### config.mk
export PLATFORM = sky130hd
export DESIGN_NAME = bus_arbiter
export DESIGN_NICKNAME = d
export VERILOG_FILES = /design/src/rtl/bus_arbiter.sv
export SDC_FILE = /design/constraint.sdc
export NUM_CORES = 1
export LEC_CHECK = 0
export ABC_AREA = 1
export BUFFER_PORTS_ARGS = -buffer_cell sky130_fd_sc_hd__buf_2
export CAP_MARGIN = 15
export CORE_MARGIN = 4
export CORE_UTILIZATION = 45
export DETAILED_ROUTE_END_ITERATION = 16
export PLACE_DENSITY = 0.85
export REMOVE_ABC_BUFFERS = 1
export SLEW_MARGIN = 20
export SYNTH_ARGS = -nofsm -noshare
export SYNTH_HDL_FRONTEND = slang
export SYNTH_SLANG_ARGS = --single-unit
### constraint.sdc
create_clock -name clk -period 3.04 [get_ports clk]
set_clock_uncertainty 0.15 [all_clocks]
set_input_delay 0.304 -clock clk [delete_from_list [all_inputs] [get_ports clk]]
set_output_delay 0.304 -clock clk [all_outputs]
set_load 0.01 [all_outputs]
### src/rtl/bus_arbiter.sv
`default_nettype none
// ============================================================================
// Module   : bus_arbiter
// Purpose  : Arbitrates the shared system bus between the CPU and two
//            secondary masters (master0 = PRC, master1 = DMA). The arbiter
//            asks the CPU to release the bus (bus_request / bus_ack), hands
//            the bus to one master at a time with round-robin tie breaking,
//            inserts idle turnaround cycles between masters and flags hold
//            timeouts and CPU handshake violations.
// Ports    : clk, reset (async, active low)
//            m_req/m_gnt            - per-master request / one-hot grant
//            m_address, m_data_out,
//            m_read, m_write,
//            m_bus_status           - packed master bus signals
//            cpu_*                  - CPU bus signals
//            bus_request / bus_ack  - hold handshake with the CPU
//            address_out, data_out,
//            read, write,
//            bus_status             - muxed system bus
//            owner                  - 0=CPU, 1=master0, 2=master1, 3=idle bus
//            hold_timeout,
//            protocol_error         - sticky error flags
// Revision : 1.0 - initial release
// ============================================================================
module bus_arbiter #(
    parameter int         TURNAROUND = 1,
    parameter int         MAX_HOLD   = 1024,
    parameter logic [1:0] BUS_IDLE   = 2'b00
) (
    input  logic        clk,
    input  logic        reset,
    input  logic [1:0]  m_req,
    output logic [1:0]  m_gnt,
    input  logic [47:0] m_address,
    input  logic [15:0] m_data_out,
    input  logic [1:0]  m_read,
    input  logic [1:0]  m_write,
    input  logic [3:0]  m_bus_status,
    input  logic [23:0] cpu_address,
    input  logic [7:0]  cpu_data_out,
    input  logic        cpu_read,
    input  logic        cpu_write,
    input  logic [1:0]  cpu_bus_status,
    output logic        bus_request,
    input  logic        bus_ack,
    output logic [23:0] address_out,
    output logic [7:0]  data_out,
    output logic        read,
    output logic        write,
    output logic [1:0]  bus_status,
    output logic [1:0]  owner,
    output logic        hold_timeout,
    output logic        protocol_error
);

    localparam logic [2:0] c_ST_IDLE    = 3'd0;
    localparam logic [2:0] c_ST_REQUEST = 3'd1;
    localparam logic [2:0] c_ST_GRANT   = 3'd2;
    localparam logic [2:0] c_ST_TURN    = 3'd3;
    localparam logic [2:0] c_ST_RELEASE = 3'd4;

    // TURN is entered with the number of remaining cycles minus one, so the
    // decision is taken on the edge that ends the last turnaround cycle.
    localparam bit         c_NO_TURN        = (TURNAROUND == 0);
    localparam logic [2:0] c_TURN_LOAD      = (TURNAROUND > 0) ? 3'(TURNAROUND - 1) : 3'd0;
    // The first GRANT cycle already counts as one held cycle.
    localparam bit         c_TIMEOUT_AT_ONE = (MAX_HOLD <= 1);

    logic [2:0]  r_state;
    logic [1:0]  r_gnt;
    logic        r_cur;            // master currently (or most recently) owning the bus
    logic        r_last;           // master served last, for round-robin ties
    logic [15:0] r_hold_cnt;
    logic [2:0]  r_turn_left;
    logic        r_hold_timeout;
    logic        r_protocol_error;

    logic        w_other;
    logic        w_pick;
    logic        w_grant_now;
    logic        w_grant_sel;
    logic [15:0] w_hold_inc;

    assign w_other    = ~r_cur;
    // Tie: the master not served last wins. Single requester: it wins.
    assign w_pick     = (m_req == 2'b11) ? ~r_last : m_req[1];
    assign w_hold_inc = (r_hold_cnt == 16'hFFFF) ? r_hold_cnt : r_hold_cnt + 16'd1;

    // Every way of starting a new grant funnels through here so the grant
    // bookkeeping lives in one place in the sequential block.
    always_comb begin
        w_grant_now = 1'b0;
        w_grant_sel = r_cur;
        case (r_state)
            c_ST_REQUEST: begin
                if ((m_req != 2'b00) && bus_ack) begin
                    w_grant_now = 1'b1;
                    w_grant_sel = w_pick;
                end
            end
            c_ST_GRANT: begin
                if (c_NO_TURN && bus_ack && !m_req[r_cur] && m_req[w_other]) begin
                    w_grant_now = 1'b1;
                    w_grant_sel = w_other;
                end
            end
            c_ST_TURN: begin
                if (bus_ack && (r_turn_left == 3'd0) && m_req[w_other]) begin
                    w_grant_now = 1'b1;
                    w_grant_sel = w_other;
                end
            end
            default: begin
                w_grant_now = 1'b0;
                w_grant_sel = r_cur;
            end
        endcase
    end

    always_ff @(posedge clk or negedge reset) begin
        if (!reset) begin
            r_state          <= c_ST_IDLE;
            r_gnt            <= 2'b00;
            r_cur            <= 1'b0;
            r_last           <= 1'b1;
            r_hold_cnt       <= 16'd0;
            r_turn_left      <= 3'd0;
            r_hold_timeout   <= 1'b0;
            r_protocol_error <= 1'b0;
        end else if (w_grant_now) begin
            r_state    <= c_ST_GRANT;
            r_gnt      <= w_grant_sel ? 2'b10 : 2'b01;
            r_cur      <= w_grant_sel;
            r_last     <= w_grant_sel;
            r_hold_cnt <= 16'd1;
            if (c_TIMEOUT_AT_ONE) begin
                r_hold_timeout <= 1'b1;
            end
        end else begin
            case (r_state)
                c_ST_IDLE: begin
                    if (m_req != 2'b00) begin
                        r_state <= c_ST_REQUEST;
                    end
                end
                c_ST_REQUEST: begin
                    // Requests withdrawn before the CPU let go of the bus.
                    if (m_req == 2'b00) begin
                        r_state <= c_ST_RELEASE;
                    end
                end
                c_ST_GRANT: begin
                    if (!bus_ack) begin
                        r_state          <= c_ST_IDLE;
                        r_gnt            <= 2'b00;
                        r_protocol_error <= 1'b1;
                    end else if (!m_req[r_cur]) begin
                        r_gnt <= 2'b00;
                        if (c_NO_TURN) begin
                            r_state <= c_ST_RELEASE;
                        end else begin
                            r_state     <= c_ST_TURN;
                            r_turn_left <= c_TURN_LOAD;
                        end
                    end else begin
                        // Timeout is informational only; the owner keeps the bus.
                        r_hold_cnt <= w_hold_inc;
                        if (32'(w_hold_inc) >= 32'(MAX_HOLD)) begin
                            r_hold_timeout <= 1'b1;
                        end
                    end
                end
                c_ST_TURN: begin
                    if (!bus_ack) begin
                        r_state          <= c_ST_IDLE;
                        r_protocol_error <= 1'b1;
                    end else if (r_turn_left == 3'd0) begin
                        r_state <= c_ST_RELEASE;
                    end else begin
                        r_turn_left <= r_turn_left - 3'd1;
                    end
                end
                c_ST_RELEASE: begin
                    // New requests wait here until the CPU has taken the bus back.
                    if (!bus_ack) begin
                        r_state <= c_ST_IDLE;
                    end
                end
                default: begin
                    r_state <= c_ST_IDLE;
                    r_gnt   <= 2'b00;
                end
            endcase
        end
    end

    // Gating with bus_ack guarantees no grant is ever visible while the CPU
    // is not acknowledging, even in the cycle before the FSM reacts.
    assign m_gnt          = r_gnt & {2{bus_ack}};
    assign bus_request    = (r_state == c_ST_REQUEST) || (r_state == c_ST_GRANT) ||
                            (r_state == c_ST_TURN);
    assign hold_timeout   = r_hold_timeout;
    assign protocol_error = r_protocol_error;

    always_comb begin
        address_out = cpu_address;
        data_out    = cpu_data_out;
        read        = cpu_read;
        write       = cpu_write;
        bus_status  = cpu_bus_status;
        owner       = 2'd0;
        case (r_state)
            c_ST_GRANT: begin
                if (r_cur) begin
                    address_out = m_address[47:24];
                    data_out    = m_data_out[15:8];
                    read        = m_read[1];
                    write       = m_write[1];
                    bus_status  = m_bus_status[3:2];
                    owner       = 2'd2;
                end else begin
                    address_out = m_address[23:0];
                    data_out    = m_data_out[7:0];
                    read        = m_read[0];
                    write       = m_write[0];
                    bus_status  = m_bus_status[1:0];
                    owner       = 2'd1;
                end
            end
            c_ST_TURN: begin
                // Nobody drives the bus during turnaround.
                address_out = 24'd0;
                data_out    = 8'd0;
                read        = 1'b0;
                write       = 1'b0;
                bus_status  = BUS_IDLE;
                owner       = 2'd3;
            end
            default: begin
                owner = 2'd0;
            end
        endcase
    end

endmodule
`default_nettype wire

# == Yosys cells after proc, flatten, opt, wreduce, memory -nomap -nowiden ==
# Cells that the tools add are included.
# word_totals
reg_bits,28
output_inout_bits,43
inputBits,113
word_cells,102
# op_classes
addsub,2
n_eq_ne,16
bitwise_logic,5
n_reduce_logical,21
n_mux,47
order_cmp,3
# op_table
cell,count
$mux 16,5
$pmux 24 s2,1
$mux 3,12
$mux 24,1
$add 16x1->16 const B,1
$eq 16x16->1 const B,1
$ge 16x11->1 const B,1
$pmux 8 s2,1
$pmux 3 s5,1
$mux 2,6
$pmux 2 s2,3
$mux 1,11
$reduce_and 5->1,2
$reduce_bool 2->1,5
$ne 3x3->1 const B,3
$mux 8,1
$ne 2x2->1 const B,4
$ne 4x4->1 const B,2
$pmux 1 s2,4
$eq 3x2->1 const B,2
$logic_not 3->1,2
$pmux 3 s2,1
$reduce_and 3->1,2
$reduce_and 6->1,1
other kinds (14),21

# == Logic depth before layout (Yosys ltp) ==
# Gate-level depths: netlist of run 1.
# depth
word_depth,8
depth_mapped,13
depth_no_buf,13

# == Worst setup path after synthesis of run 1 ==
# OpenSTA, ideal clock, no wires.
# synth_path
path_kind,register to register
from,register r_turn_left[0]
to,register r_hold_cnt[14]
t_required_ns,2.769
path_stages_with_launch,13
n_path_buf,1
setup_time_ns,0.121
arrival_ns,1.595
slack_ns,1.174
period_less_slack_ns,1.866
cell_sequence,dfrtp_1 -> inv_1 -> ha_1 -> ha_1 -> inv_1 -> a21oi_1 -> nand3_2 -> nand2_4 -> inv_4 -> nand2_2 -> nand2_2 -> buf_6 -> a22o_1
# synth_via
elab_chain_cells,7
word_cells_on_any_way,10
classes_between,mux (3); reduce/logical (7)
# synth_rtl
item,line_no,rtl
"start, declared",74,logic [2:0] r_turn_left;
"start signal, assigned",163,r_turn_left <= c_TURN_LOAD;
"start signal, assigned",180,r_turn_left <= r_turn_left - 3'd1;
$logic_not 3->1 *,108,if (bus_ack && (r_turn_left == 3'd0) && m_req[w_other]) begin
$logic_and 1x1->1 * (2 in a row),108,
$mux 1 *,108,
$pmux 1 s2 *,94,case (r_state)
$reduce_bool 2->1 (no line),n/a,
$reduce_and 3->1 (no line),n/a,
"end signal, assigned",167,r_hold_cnt <= w_hold_inc;
"end, declared",73,logic [15:0] r_hold_cnt;
# Mark *: on every way between the ends. The rest lies on a longest branch, timed or not.
# A chain may end at the register's enable or synchronous reset.

# == Worst setup path in the final report of run 1 ==
# layout_path
from,register r_state[2]
to,output data_out[2]
# layout_via
elab_chain_cells,2
word_cells_on_any_way,3
classes_between,eq/ne (2); mux (1)
# layout_rtl
item,line_no,rtl
"start, declared",69,logic [2:0] r_state;
"start signal, assigned",122,r_state <= c_ST_IDLE;
"start signal, assigned",131,r_state <= c_ST_GRANT;
"start signal, assigned",143,r_state <= c_ST_REQUEST;
$eq 3x2->1,212,case (r_state)
$pmux 8 s2 *,212,
"end, declared",47,"output logic [7:0] data_out,"
# Marks and branches as above.

==> flow_metrics.py, run 1 <==
metrics = {
    "detailed_routing": {
        "vias": 3137,
        "routed_via_density": 5.290,
        "drt_iter0_drc": 253,
        "wl_per_cell_um": 14.61,
        "drcViolationCount": 0,
        "totalWireLength_um": 8662,
        "antenna_left": 0,
        "drtPass1Iterations": 5,
    },
    "floorplanning": {
        "die_w_um": 80.99,
        "io_pins": 156,
        "start_util": 0.4664,
        "dieArea_um2": 6559,
        "core-area_um2": 5140,
        "die_height_um": 80.99,
        "row_count": 26,
    },
    "clocking": {
        "cts.clk_slew.worst_paths_ns": 0.10,
        "tritoncts": "yes",
        "clk_latency_ns": 0.28,
        "cts_sinks": 28,
        "htree_levels": 1,
        "cts_max_path_buffers": 2,
        "cts_resized": 0,
        "cts-buffers-inserted": 3,
        "post-cts-setup-buffers": 0,
        "root_buffer": "clkbuf_8",
    },
    "power_and_ir_drop": {
        "power_leakage_nw": 1.775,
        "p_total_w": 0.002051,
        "powerDensity_nw_per_um2": 628.2,
        "p_seq_frac": 0.286,
        "switching_share": 0.4874,
        "p_sw_w": 0.0009993,
        "peakVddDrop_uv": 446.9,
        "cellInternalPower_w": 0.001051,
        "comb_power_share": 0.596,
        "clock_power_share": 0.118,
    },
    "worst_setup_path": {
        "required_ns": 2.59,
        "slowest_delay_ns": 0.47,
        "crit_path_frequent_cell": "inv_2",
        "r2r-end": "r_hold_cnt[12]",
        "critPathArrivalTime_ns": 2.24,
        "setup.worst_path.end_class": "output pin",
        "slowest_stage": "dfrtp_1",
        "rr_worst_depth": 12,
        "start_kind": "flop",
        "worst-setup-path-type": "flop to output pin",
        "worstReg2RegStart": "r_turn_left[0]",
        "r2r_slack_ns": 0.77,
        "path_cells": "inv_2 -> nand2_4 -> inv_2 -> nand2_2 -> nor2_2 -> buf_4 -> a22oi_1 -> nand2_1 -> buf_2",
        "path_max_fanout": 43,
        "cp_num_buf_inv": 4,
        "crit_family": "buffers and inverters",
    },
    "grt": {
        "grt_pass1_vias": 2987,
        "antenna_found_initial": 2,
        "grt_max_degree": 44,
        "grt_usage": 0.2543,
        "grt_pass1_wl_um": 13400,
        "gr-total-overflow": 0,
    },
    "final_layout": {
        "final_cell_mix": "buf_2 (155), nand2_1 (130), a22oi_1 (35), nor2_1 (29), inv_1 (29)",
        "syn_to_final_growth_pct": 36.17,
        "fin_cells": 593,
        "nNetsFinal": 638,
        "mostFrequentLayoutCell": "buf_2",
        "drive_gt1_frac": 0.3532,
        "fillCellCount": 497,
        "final_cell_area_um2": 3264,
    },
    "placed_design": {
        "gp_congestion": 0.9688,
        "dpl_cell_area_um2": 3194,
        "port_buffers": 155,
        "dp.cells": 586,
        "dpl.hpwl_um": 6963,
    },
    "min_path": {
        "min_from": "bus_ack",
        "holdPathStages": 2,
        "hold_class": "input port to flop",
        "min_to": "protocol_error",
    },
    "sta": {
        "fin_worst_hold_slack_ns": 0.2084,
        "drv_slew": 0,
        "setup_viol": 0,
        "grt_setup_unrepaired": "no",
        "finalHoldViolations": 0,
        "period_share": 0.8861,
        "finalCriticalPeriod_ns": 2.694,
        "finalSetupTns_ns": 0,
        "slew_headroom": 0.5758,
        "fmaxAchievable_ghz": 0.3712,
        "tightest_slew_ns": 0.6363,
    },
    "yosys": {
        "synth_top_area_cell": "dfrtp_1",
        "synth.distinct_cells": 33,
        "synthDominantCellAreaShare": 0.2818,
        "ys_ff_latch": 28,
        "yosys-top-cells-area": "dfrtp_1 (28%), nand2_1 (20%), a22oi_1 (11%)",
        "postSynthAreaPerCell_um2": 6.427,
        "synth_warnings": 0,
        "postSynthCellCount": 373,
        "syn_area_um2": 2397,
        "ys_seq_area_frac": 0.2928,
    },
    "outcome": {
        "outcome": "finished, final reports clean",
    },
    "flow_run": {
        "drv_cap": 0,
    },
}
what timing repair did:
| item | 4_1_cts | 5_1_grt |
|---|---|---|
| hold endpoints to repair | 27 | 0 |
| hold buffers | 1 | 0 |
| setup endpoints to repair | 0 | 0 |
through the flow:
stage	util	setup slack, ns
2_1_floorplan	-	0.6203
3_3_place_gp	0.6215	0.7813
5_1_grt	0.6351	0.1874
4_1_cts	0.6341	0.3731
6_report	0.6351	0.3463
3_5_place_dp	0.6215	0.6961
power by group through the flow:
stage | Combinational [W] | Clock (W) | Sequential, W
after floorplan | 0.000768 | 0 | 0.000564
after CTS | 0.00122 | 0.000244 | 0.000583
final | 0.00122 | 0.000242 | 0.000586
after detailed placement | 0.00121 | 0 | 0.000590
after global placement | 0.00118 | 0 | 0.000584
after global routing | 0.00137 | 0.000262 | 0.000600
state kept, by name (all words and copies together) (netlist names):
signal	count
protocol_error	1
hold_timeout	1
r_cur	1
r_turn_left	3
r_last	1
r_gnt	2
r_hold_cnt	16
r_state	3
kinds of logic (layout without fill, tap and decap cells):
| family | after synthesis | in the layout | synth area share |
|---|---|---|---|
| and+or+nand+nor | 205 | 205 | 0.3669 |
| AOI/OAI and AO/OA | 86 | 86 | 0.2276 |
| buffers and inverters | 49 | 197 | 0.08977 |
| DFF | 28 | 28 | 0.2928 |
| adders and majority gates | 3 | 3 | 0.01566 |
| xor gates and xnor gates | 2 | 2 | 0.007308 |
| other | 0 | 2 | 0 |
layout make-up:
class | count | area, um^2 | share of cell area
antenna | 2 | 5.005 | 0.001533
clock buffer | 4 | 55.05 | 0.01686
inverter | 35 | 133.9 | 0.04101
timing repair buffer | 158 | 800.8 | 0.2453
sequential | 28 | 701.9 | 0.2150
tap | 70 | 87.58 | 0.02683
multi-input combinational | 296 | 1480 | 0.4534
cells in the mapped netlist, drive strengths merged:
| cell | n |
|---|---|
| dfstp | 1 |
| o21bai | 2 |
| a22oi | 35 |
| inv | 35 |
| nand2 | 136 |
| dfrtp | 27 |
| buf | 11 |
| nor2 | 36 |
| nand3 | 27 |
| a21oi | 13 |
| nand4 | 3 |
| xnor2 | 1 |
| ha | 3 |
| o211ai | 2 |
| a31oi | 1 |
| clkbuf | 3 |
| nor3 | 2 |
| a22o | 1 |
| nand3b | 1 |
| o22ai | 5 |
| xor2 | 1 |
| o21ai | 27 |
routing by layer:
layer	GRT usage	vias up	part of all wire
met1	0.3213	1437	0.38
met4	0.06419	0	0.014
met5	0	-	0
li1	-	1545	-
met3	0.06541	11	0.089
met2	0.4310	144	0.51
worst max path at each step:
stage / from / endpoint / cells after the start
after global routing: r_state[2] / data_out[2] / 9
after global placement: r_state[2] / data_out[2] / 9
after detailed placement: r_state[2] / data_out[2] / 9
after floorplan: r_state[2] / bus_status[0] / 7
after CTS: r_state[2] / data_out[2] / 9
final: r_state[2] / data_out[2] / 9
No activity file was read; power rests on OpenSTA's default activity.
==> inputs of run 2 (changes only) <==
ABC_AREA = unset   (was 1)
PLACE_DENSITY = 0.84   (was 0.85)
==> run 2 against run 1 <==
Design area increased by 1.3%. Fmax increased by 2.7%. Sequential share of layout area decreased by 0.25 points. Synthesized area up 1.3%. Core utilization is 0.45 points higher. Register-to-register slack got worse by 0.05 ns. Combinational power increased by 3%. Global-route usage down 1.0 points. Hold slack improved by 0.0050 ns. Worst setup slack improved by 0.070 ns. Synthesized cell count decreased by 16%. Largest cell class unchanged. Sequential power decreased by 2%.
==> flow_metrics.py, run 2 <==
metrics = {
    "worst_setup_path": {
        "required_ns": 2.59,
        "worst-setup-path-type": "flop to output pin",
        "slowest_delay_ns": 0.79,
        "slowest_stage": "nand2b_1",
        "path_cells": "nand2b_1 -> buf_4 -> nand2_1 -> o21ai_0 -> buf_2",
        "start_kind": "flop",
        "setup.worst_path.end_class": "output pin",
        "path_max_fanout": 28,
        "crit_family": "simple AND/OR/NAND/NOR gates",
        "cp_num_buf_inv": 2,
        "critPathArrivalTime_ns": 2.17,
    },
    "floorplanning": {
        "start_util": 0.4693,
        "io_pins": 156,
        "die_height_um": 81.45,
        "die_w_um": 81.45,
        "row_count": 26,
        "dieArea_um2": 6633,
        "core-area_um2": 5172,
    },
    "clocking": {
        "cts-buffers-inserted": 3,
        "root_buffer": "clkbuf_8",
        "cts_resized": 0,
        "tritoncts": "yes",
        "hold_buffers": 1,
        "clk_latency_ns": 0.28,
        "cts_sinks": 28,
        "htree_levels": 1,
        "cts.clk_slew.worst_paths_ns": 0.09,
        "post-cts-setup-buffers": 0,
        "cts_max_path_buffers": 2,
    },
    "yosys": {
        "ys_ff_latch": 28,
        "async_flop_share": 1.000,
        "ys_seq_area_frac": 0.2892,
        "synth.top_cells.by_count": "nand2_1 (59), o21ai_0 (41), mux2i_1 (39), dfrtp_1 (27), nor2_1 (12)",
        "synth-edff-count": 0,
        "syn_area_um2": 2427,
        "postSynthCellCount": 313,
        "synth_top_area_cell": "dfrtp_1",
        "synth.distinct_cells": 46,
        "synth.most_common_cell": "nand2_1",
        "yosys-top-cells-area": "dfrtp_1 (28%), mux2i_1 (16%), nand2_1 (9.1%)",
        "dominantRegCellSynth": "dfrtp_1",
        "synth_warnings": 0,
        "postSynthAreaPerCell_um2": 7.755,
        "synthDominantCellAreaShare": 0.2784,
    },
    "final_layout": {
        "final_core_util": 0.6396,
        "largest_register": "r_hold_cnt",
        "nNetsFinal": 577,
        "final_cell_mix": "buf_2 (155), nand2_1 (59), o21ai_0 (41), mux2i_1 (39), dfrtp_1 (26)",
        "largest_reg_flops": 16,
        "mostFrequentLayoutCell": "buf_2",
        "reg_top3": "r_hold_cnt (16), r_state (3), r_turn_left (3)",
        "drive_gt1_frac": 0.3783,
        "antenna_cells": 0,
        "syn_to_final_growth_pct": 36.29,
    },
    "placed_design": {
        "gp_congestion": 0.9120,
        "dpl.hpwl_um": 6982,
        "pre_cts_ws_ns": 0.7373,
        "port_buffers": 155,
    },
    "grt": {
        "grt_usage": 0.2440,
        "grt_pass1_wl_um": 12740,
        "grt_pass1_vias": 2726,
        "grt_max_degree": 29,
        "antenna_found_initial": 0,
        "gr-total-overflow": 0,
    },
    "sta": {
        "finalSetupTns_ns": 0,
        "grt_setup_unrepaired": "no",
        "finalHoldViolations": 0,
        "drv_slew": 0,
        "fmaxAchievable_ghz": 0.3811,
        "period_share": 0.8631,
        "tightest_slew_ns": 0.9630,
        "slew_headroom": 0.3580,
        "finalWorstSetupSlack_ns": 0.4160,
        "setup_viol": 0,
        "finalCriticalPeriod_ns": 2.624,
    },
    "outcome": {
        "outcome": "finished, final reports clean",
    },
    "detailed_routing": {
        "vias": 2894,
        "drt_iter0_drc": 199,
        "drcViolationCount": 0,
        "drtPass1Iterations": 4,
        "routed_via_density": 5.460,
        "wl_per_cell_um": 16.09,
        "totalWireLength_um": 8528,
        "antenna_left": 0,
    },
    "power_and_ir_drop": {
        "peakVddDrop_uv": 298.4,
        "power_leakage_nw": 1.763,
        "powerDensity_nw_per_um2": 615.7,
    },
    "flow_run": {
        "drv_cap": 0,
    },
    "min_path": {
        "hold_class": "input port to flop",
    },
}
==> run 2: per-layer routing <==
metal / wire length (um) / global-route usage
met4: 204 / 0.09459
met5: 0 / 0
met3: 767 / 0.05482
met2: 4305 / 0.4414
met1: 3251 / 0.2769
==> run 2: path summary, 6_finish.rpt <==
| kind | startpoint | endpoint | slack (ns) | depth (start not counted) |
|---|---|---|---|---|
| max reg2reg | r_cur | r_hold_cnt[11] | 0.72 | 5 |
| max | r_state[2] | address_out[4] | 0.42 | 5 |
| min in group asynchronous | reset | r_hold_cnt[1] | 0.42 | 2 |
| min reg2reg | protocol_error | protocol_error | 0.33 | 1 |
| max in group asynchronous | reset | r_cur | 1.87 | 2 |
| min | bus_ack | r_hold_cnt[8] | 0.21 | 2 |
==> run 2: layout make-up <==
type                       instances  area (um^2)
tap                               70        87.58
timing repair buffer             161        823.3
sequential                        28        703.2
clock buffer                       4        45.04
inverter                          10        37.54
fill                             465         1864
multi-input combinational        257         1612
==> run 2: where the power goes <==
part / leakage [nW] / internal (W) / switching (W)
Clock: 0.0228 / 0.0000941 / 0.000114
Sequential: 0.370 / 0.000448 / 0.000125
Combinational: 1.37 / 0.000548 / 0.000707
Total: 1.76 / 0.00109 / 0.000946
==> run 2: worst reg2reg max path: stages (launching register included) <==
cell	delay, ns
dfrtp_2	0.66
mux2_2	0.43
and3_1	0.37
a31oi_1	0.40
a21oi_1	0.09
o22ai_1	0.16
==> run 2: per-stage QoR <==
stage                     hold slack, ns  power, W  std cells  cell area [um^2]
after floorplan                  -0.1416  0.001371        295              2351
after global placement            0.1997  0.001791        525              3253
after detailed placement          0.2038  0.001827        525              3253
after CTS                         0.2118  0.002039        530              3308
after global routing              0.2583  0.002200        530              3308
final                             0.2134  0.002037        530              3308
==> run 2: logic make-up after synthesis <==
logic type	synth area share
fa+ha+maj	0.01547
mux	0.1701
buf+inv	0.04691
simple gates	0.2376
compound gates	0.2299
xor+xnor	0.01083
flops	0.2892
